--- src/rtl/vc_plane_scheduler.sv ---
`default_nettype none
// ============================================================================
// Module      : vc_plane_scheduler
// Description : Round-robin time-multiplexing of one router switch across VC
//               planes, draining wormhole packets before each hand-off.
// Revision    : 1.0 - initial release
// ============================================================================
module vc_plane_scheduler #(
    parameter int VC      = 4,
    parameter int INPUTS  = 4,
    parameter int QUANTUM = 16
) (
    input  logic                          clk,
    input  logic                          rst,
    input  logic [VC-1:0][INPUTS-1:0]     valid_out_portVC,
    input  logic [VC-1:0][INPUTS-1:0]     PortReservedVC,
    output logic [VC:0]                   VCPlaneSelector,
    output logic                          plane_active,
    output logic [VC-1:0]                 allocBlock,
    output logic                          plane_switch
);

    localparam int SELW = VC + 1;
    localparam int IW   = (VC > 1) ? $clog2(VC) : 1;
    localparam int CW   = $clog2(QUANTUM);
    localparam logic [CW-1:0] c_CNT_LAST = CW'(QUANTUM - 1);

    typedef enum logic [1:0] {
        IDLE   = 2'd0,
        ACTIVE = 2'd1,
        DRAIN  = 2'd2
    } state_t;

    state_t            r_state;
    logic [CW-1:0]     r_cnt;
    logic [SELW-1:0]   r_sel;
    logic              r_active;
    logic [VC-1:0]     r_allocBlock;
    logic              r_switch;

    logic [VC-1:0]     w_req;
    logic [VC-1:0]     w_selOneHot;
    logic [SELW-1:0]   w_pick;
    logic              w_other;
    logic              w_reqSel;
    logic              w_reservedSel;

    for (genvar v = 0; v < VC; v++) begin : g_req
        assign w_req[v] = (|valid_out_portVC[v]) | (|PortReservedVC[v]);
    end

    // Search starts just after the current owner so the owner is considered last.
    function automatic logic [SELW-1:0] pickNext(input logic [SELW-1:0] cur,
                                                 input logic [VC-1:0]   req);
        logic [SELW-1:0] res;
        logic            found;
        int              idx;
        res   = cur;
        found = 1'b0;
        for (int i = 1; i <= VC; i++) begin
            idx = (int'(cur) + i) % VC;
            if (!found && req[idx[IW-1:0]]) begin
                res   = SELW'(idx);
                found = 1'b1;
            end
        end
        return res;
    endfunction

    assign w_pick        = pickNext(r_sel, w_req);
    assign w_selOneHot   = VC'(1) << r_sel;
    assign w_other       = |(w_req & ~w_selOneHot);
    assign w_reqSel      = w_req[r_sel[IW-1:0]];
    assign w_reservedSel = |PortReservedVC[r_sel[IW-1:0]];

    always_ff @(posedge clk or negedge rst) begin
        if (!rst) begin
            r_state      <= IDLE;
            r_cnt        <= '0;
            r_sel        <= '0;
            r_active     <= 1'b0;
            r_allocBlock <= '0;
            r_switch     <= 1'b0;
        end else begin
            r_switch <= 1'b0;
            case (r_state)
                IDLE: begin
                    if (|w_req) begin
                        r_state  <= ACTIVE;
                        r_sel    <= w_pick;
                        r_cnt    <= '0;
                        r_active <= 1'b1;
                        r_switch <= 1'b1;
                    end
                end
                ACTIVE: begin
                    // An emptied owner yields immediately, ahead of quantum expiry.
                    if (!w_reqSel) begin
                        r_cnt <= '0;
                        if (w_other) begin
                            r_sel    <= w_pick;
                            r_switch <= 1'b1;
                        end else begin
                            r_state  <= IDLE;
                            r_active <= 1'b0;
                        end
                    end else if (r_cnt == c_CNT_LAST) begin
                        if (w_other) begin
                            r_state      <= DRAIN;
                            r_allocBlock <= w_selOneHot;
                        end else begin
                            r_cnt <= '0;
                        end
                    end else begin
                        r_cnt <= r_cnt + CW'(1);
                    end
                end
                DRAIN: begin
                    if (!w_reservedSel) begin
                        r_state      <= ACTIVE;
                        r_allocBlock <= '0;
                        r_cnt        <= '0;
                        if (w_other) begin
                            r_sel    <= w_pick;
                            r_switch <= 1'b1;
                        end
                    end
                end
                default: begin
                    r_state      <= IDLE;
                    r_active     <= 1'b0;
                    r_allocBlock <= '0;
                end
            endcase
        end
    end

    assign VCPlaneSelector = r_sel;
    assign plane_active    = r_active;
    assign allocBlock      = r_allocBlock;
    assign plane_switch    = r_switch;

endmodule
`default_nettype wire
--- config.mk ---
export PLATFORM = sky130hd
export DESIGN_NAME = vc_plane_scheduler
export DESIGN_NICKNAME = d
export VERILOG_FILES = /design/src/rtl/vc_plane_scheduler.sv
export SDC_FILE = /design/constraint.sdc
export NUM_CORES = 1
export LEC_CHECK = 0
export ABC_AREA = 1
export CORE_MARGIN = 1
export CORE_UTILIZATION = 50
export DETAILED_ROUTE_END_ITERATION = 10
export PLACE_DENSITY = 0.85
export SLEW_MARGIN = 30
export SYNTH_ARGS = -nofsm -noshare
export SYNTH_HDL_FRONTEND = slang
export SYNTH_SLANG_ARGS = --single-unit
--- constraint.sdc ---
create_clock -name clk -period 2.96 [get_ports clk]
set_input_delay 0.74 -clock clk [delete_from_list [all_inputs] [get_ports clk]]
set_output_delay 0.74 -clock clk [all_outputs]
set_load 0.05 [all_outputs]
Word-level counts from Yosys, hierarchy flattened --
Cells that the tools add are included.
Cells by class: add/subtract/negate cells 5, bitwise logic cells 12, $lt $le $gt $ge 5, equal/unequal tests 14, reductions and logical operators 28, shift operators 1, multiplexer cells 50
Operators by type and width (count):
- OR reduction 4 bit | 11
- two-way mux 5 bit | 8
- two-way mux 4 bit | 9
- case mux 4 bit (3 select lines) | 2
- < comparator 2 x 3 -> 1 bit, second input constant | 5
- two-way mux 1 bit | 15
- case mux 5 bit (3 select lines) | 1
- inequality test 2 bit, second input constant | 7
- two-way mux 2 bit | 6
- AND reduction 4 bit | 3
- binary-select mux 1 bit (select 2 bit) | 5
- AND reduction 5 bit | 2
- inequality test 3 bit, second input constant | 3
- binary-select mux 4 bit (select 2 bit) | 1
- OR reduction 2 bit | 4
- case mux 1 bit (3 select lines) | 2
- case mux 2 bit (3 select lines) | 1
- left shift 1 x 5 -> 4 bit, first input constant | 1
- adder 2 x 1 -> 2 bit, second input constant | 2
- adder 2 bit, second input constant | 2
- adder 4 x 1 -> 4 bit, second input constant | 1
- AND 1 bit, first input constant | 4
- AND 4 bit | 1
- equality test 4 bit, second input constant | 1
- other kinds (10) | 18
Word-level totals: logic and storage cells 121, flip-flop bits (word level) 17, output and inout bits 11

Depth between registers and ports, before layout --
depth after elaboration 17, mapped depth 13, mapped depth without buffers 13

Least setup slack after synthesis --
Ideal clock, no wire load.
path kind register to register, start register r_sel[0] (netlist: VCPlaneSelector[0]), end register r_cnt[0], path slack 1.010 ns, clock period less this slack 1.950 ns, arrival 1.874 ns, setup time 0.076 ns, cell stages (with the launch flop) 10, buffers on the path 0, cell sequence dfrtp_1 inv_1 ha_1 nor2_1 nor2_4 nand2_4 nand2_8 o21ai_4 nand2_1 o21ai_1
On the way: cells in the longest elaborated chain, start to end 6, elaborated cells between the ends (all ways) 14, those cells by class eq/ne (2); shift (1); mux (6); bitwise (2); reduce/logical (3)
Ends and longest elaborated chain:
- from (decl) | line 36 | logic [SELW-1:0] r_sel;
- from (signal assigned) | line 90 | r_sel <= w_pick;
- from (signal assigned) | line 101 | r_sel <= w_pick;
- from (signal assigned) | line 124 | r_sel <= w_pick;
- left shift 1 x 5 -> 4 bit | line 71 | assign w_selOneHot = VC'(1) << r_sel;
- inverter 4 bit | line 72 | assign w_other = |(w_req & ~w_selOneHot);
- AND 4 bit | line 72
- OR reduction 4 bit | line 72
- inequality test 4 bit (no line)
- AND reduction 4 bit (no line)
- to (signal assigned) | line 115 | r_cnt <= r_cnt + CW'(1);
- to (decl) | line 35 | logic [CW-1:0] r_cnt;
Parallel ways exist; a longest one is shown, timed or not. The select of a mux whose other input is x is not followed. A chain may end at the register's enable or synchronous reset.

Worst setup path after layout --
start register r_sel[1] (netlist: VCPlaneSelector[1]), end output VCPlaneSelector[1]
RTL lines:
- to (decl) | line 17 | output logic [VC:0] VCPlaneSelector,
No word-level cell between the ends.

==> metrics.md <==
| Metric | Value |
|---|---|
| Status | `completed` |
| Placed Cells | `269` |
| DRT met1 WL | `roughly 1.4 mm` |
| Sink Count | `14` |
| VDD IR max | `about 830 uV` |
| Slowest-stage cell, CP | `clkdlybuf4s50_1` |
| Tot Pwr | `1.57 mW` |
| Syn Inst Count | `199` |
| Root Driver | `clkbuf_4` |
| Clk Latency, worst-skew pair | `280 ps` |
| Initial DRC Count | `34` |
| Seq/Total Area, Yosys | `between 20% and 30%` |
| Post-synth top cells | `56 x nand2_1, 20 x nor2_1, 18 x nand3_1` |
| Setup crit end kind | `output pin` |
| Synth Register Bits | `14` |
| TritonCTS clock tree | `built` |
| Dpl cell area | `1860 sq um` |
| Most common cell in the netlist | `nand2_1` |
| CP cell instances | `clkdlybuf4s50_1` |
| Crit-path max cell delay | `870 ps` |
| Register area | `350 sq um` |
| Area delta synth->final | `32.3%` |
| Post-DP HPWL | `2.73 mm` |
| Period utilisation layout | `slightly above 80%` |
| RSZ-0062 raised after global routing | `no` |
| Ant diodes | `0` |
| # resized after CTS | `0` |
| Critical path buffers and inverters | `1` |
| Area of the multi-input gates | `995 sq um` |
| Routed Antenna Nets | `0` |
| Met3 wire len | `115 um` |
| Max-Cap Viols | `0` |
| Final min period | `about 2400 ps` |
| Max_slew headroom | `56.9%` |
| Hold Crit Class | `register to register` |
| Distinct cells, synth | `25` |
| Vias | `1,352` |
| Chip width | `55.5 um` |
| Share of the synthesized area in the top cell type | `about 24%` |
| Share of cells above drive strength 1 | `20.7%` |
| Final instance area | `about 1900 sq um` |
| Largest cells by area after synthesis | `dfrtp_1 24%, nand2_1 15%, ha_1 7.9%, nand3_1 6.3%, nor2_1 5.2%` |
| Final number of hold-violating endpoints | `0` |
| CP top delay family | `buffers and inverters` |
| Non-Filler Instances | `approximately 270` |
| Num CTS Buffers | `3` |
| Core Box Area | `~2700 sq um` |
| First-pass detailed-route iteration total | `4` |
| Setup violators final | `0` |
| Die area | `3080 sq um` |
| Leakage | `slightly below 0.9 nW` |
| Critical-path maximum fanout | `9` |
| Pins Over Slew Limit | `0` |
| Routed WL per cell | `approximately 12 um` |
| Synthesized area per cell | `between 7 and 8 sq um` |
| Tot GR Track Use | `22.0%` |
| Max Fclk | `~410 MHz` |
| Chip Height | `55.5 um` |
| Slew @ Worst Pin | `644 ps` |
| Post-synth top flop | `dfrtp_1` |
| Vias per cell | `between 4 and 5` |
| Gp weighted congestion | `0.844` |
| Port Buffers | `41` |
| Cell Pwr Density | `829 nW/um^2` |
| Clock skew | `1.93 ps` |
| Crit Path Class | `register to output pin` |
| CP Data Required Time | `2220 ps` |
| Synth area leader | `dfrtp_1` |
| Total global routing overflow | `0` |
| Synth warn | `0` |
| Number of enable flip-flop cells after synthesis | `0` |
| Fillers | `238` |
| Largest net degree at the start of global routing | `15` |
| Layout net count | `roughly 290` |
| Met2 wire length | `1.63 mm` |
| Clock-pin slew on the worst setup and hold paths | `approximately 80 ps` |
| Initial Util | `52.4%` |
| Initial antenna violation count | `0` |
| Post-CTS setup buffer count | `0` |
| Mapped cell area | `1430 sq um` |
| Critical path data arrival time | `around 1700 ps` |
| Startpoint types | `register` |
| Setup TNS | `0 ps` |
| Final wirelength | `3.17 mm` |
| Ports | `45` |
| Vias in the first global route | `1,290` |
| FP Rows | `19` |
| Htree depth | `1` |
| Global-route wire length before repair | `5.39 mm` |
| Highest routed metal layer | `met4` |
| CTS Buffer Depth | `2` |
| Hold buffers post-CTS | `0` |
| Residual DRC | `0` |
| Ys async rst share | `100%` |
final cells by class:
type	count	share of cell area [%]
repair buffers	42	22.1
flip-flops and latches	14	18.5
inverters	15	2.97
well taps	31	2.05
multi-input cells	167	52.5
clock buffers	4	1.92
registers in the layout, summed over array words and instances, names as in the netlist:
name	flops
allocBlock	4
r_cnt	4
VCPlaneSelector	2
r_state	2
plane_active	1
plane_switch	1
placed cells by master (no fill, tap or decap), drive strengths merged:
master          n
buf             1
a21oi           1
o21ai          18
clkdlybuf4s50  41
nand2          73
xor2            2
nand4           2
nand3          21
dfrtp          14
conb            3
nor2           36
inv            15
clkbuf          4
a31oi           1
ha              9
nand3b          1
worst paths after layout:
check,startpoint,end,slack [ps],cells past startpoint
max,VCPlaneSelector[1]$_DFFE_PN0P_,VCPlaneSelector[1],530,1
min,allocBlock[0]$_DFFE_PN0P_,allocBlock[0]$_DFFE_PN0P_,490,2
max reg2reg,VCPlaneSelector[0]$_DFFE_PN0P_,r_cnt[0]$_DFFE_PN0P_,1030,10
min reg2reg,allocBlock[0]$_DFFE_PN0P_,allocBlock[0]$_DFFE_PN0P_,490,2
max in group asynchronous,rst,plane_switch$_DFF_PN0_,1700,1
min in group asynchronous,rst,r_cnt[1]$_DFFE_PN0P_,850,1
report_power, final:
part | internal (mW) | total (mW) | switching, mW
combinational | 0.396 | 1.11 | 0.719
clock | 0.0749 | 0.136 | 0.0612
sequential | 0.261 | 0.320 | 0.0584
total | 0.732 | 1.57 | 0.839
logic make-up after synthesis:
logic type / Yosys count / share of synthesized area (%)
fa+ha+maj: 9 / 7.87
buf+inv: 20 / 6.56
simple gates: 133 / 50.4
xor+xnor: 2 / 1.22
flops: 14 / 24.5
other cells: 1 / 0.262
compound gates: 20 / 9.18
layer usage:
layer,global-route usage [%],vias up
met5,0,-
li1,-,714
met4,3.21,0
met1,25.5,613
met3,4.22,2
met2,42.2,23
metrics by stage:
step	utilization [%]	hold slack (ps)	setup WS, ps
6_report	69.3	490	533
3_5_place_dp	68.0	471	573
2_1_floorplan	-	444	1010
4_1_cts	69.3	490	516
3_3_place_gp	68.0	467	597
5_1_grt	69.3	522	463
No activity file was read; power rests on OpenSTA's default activity.
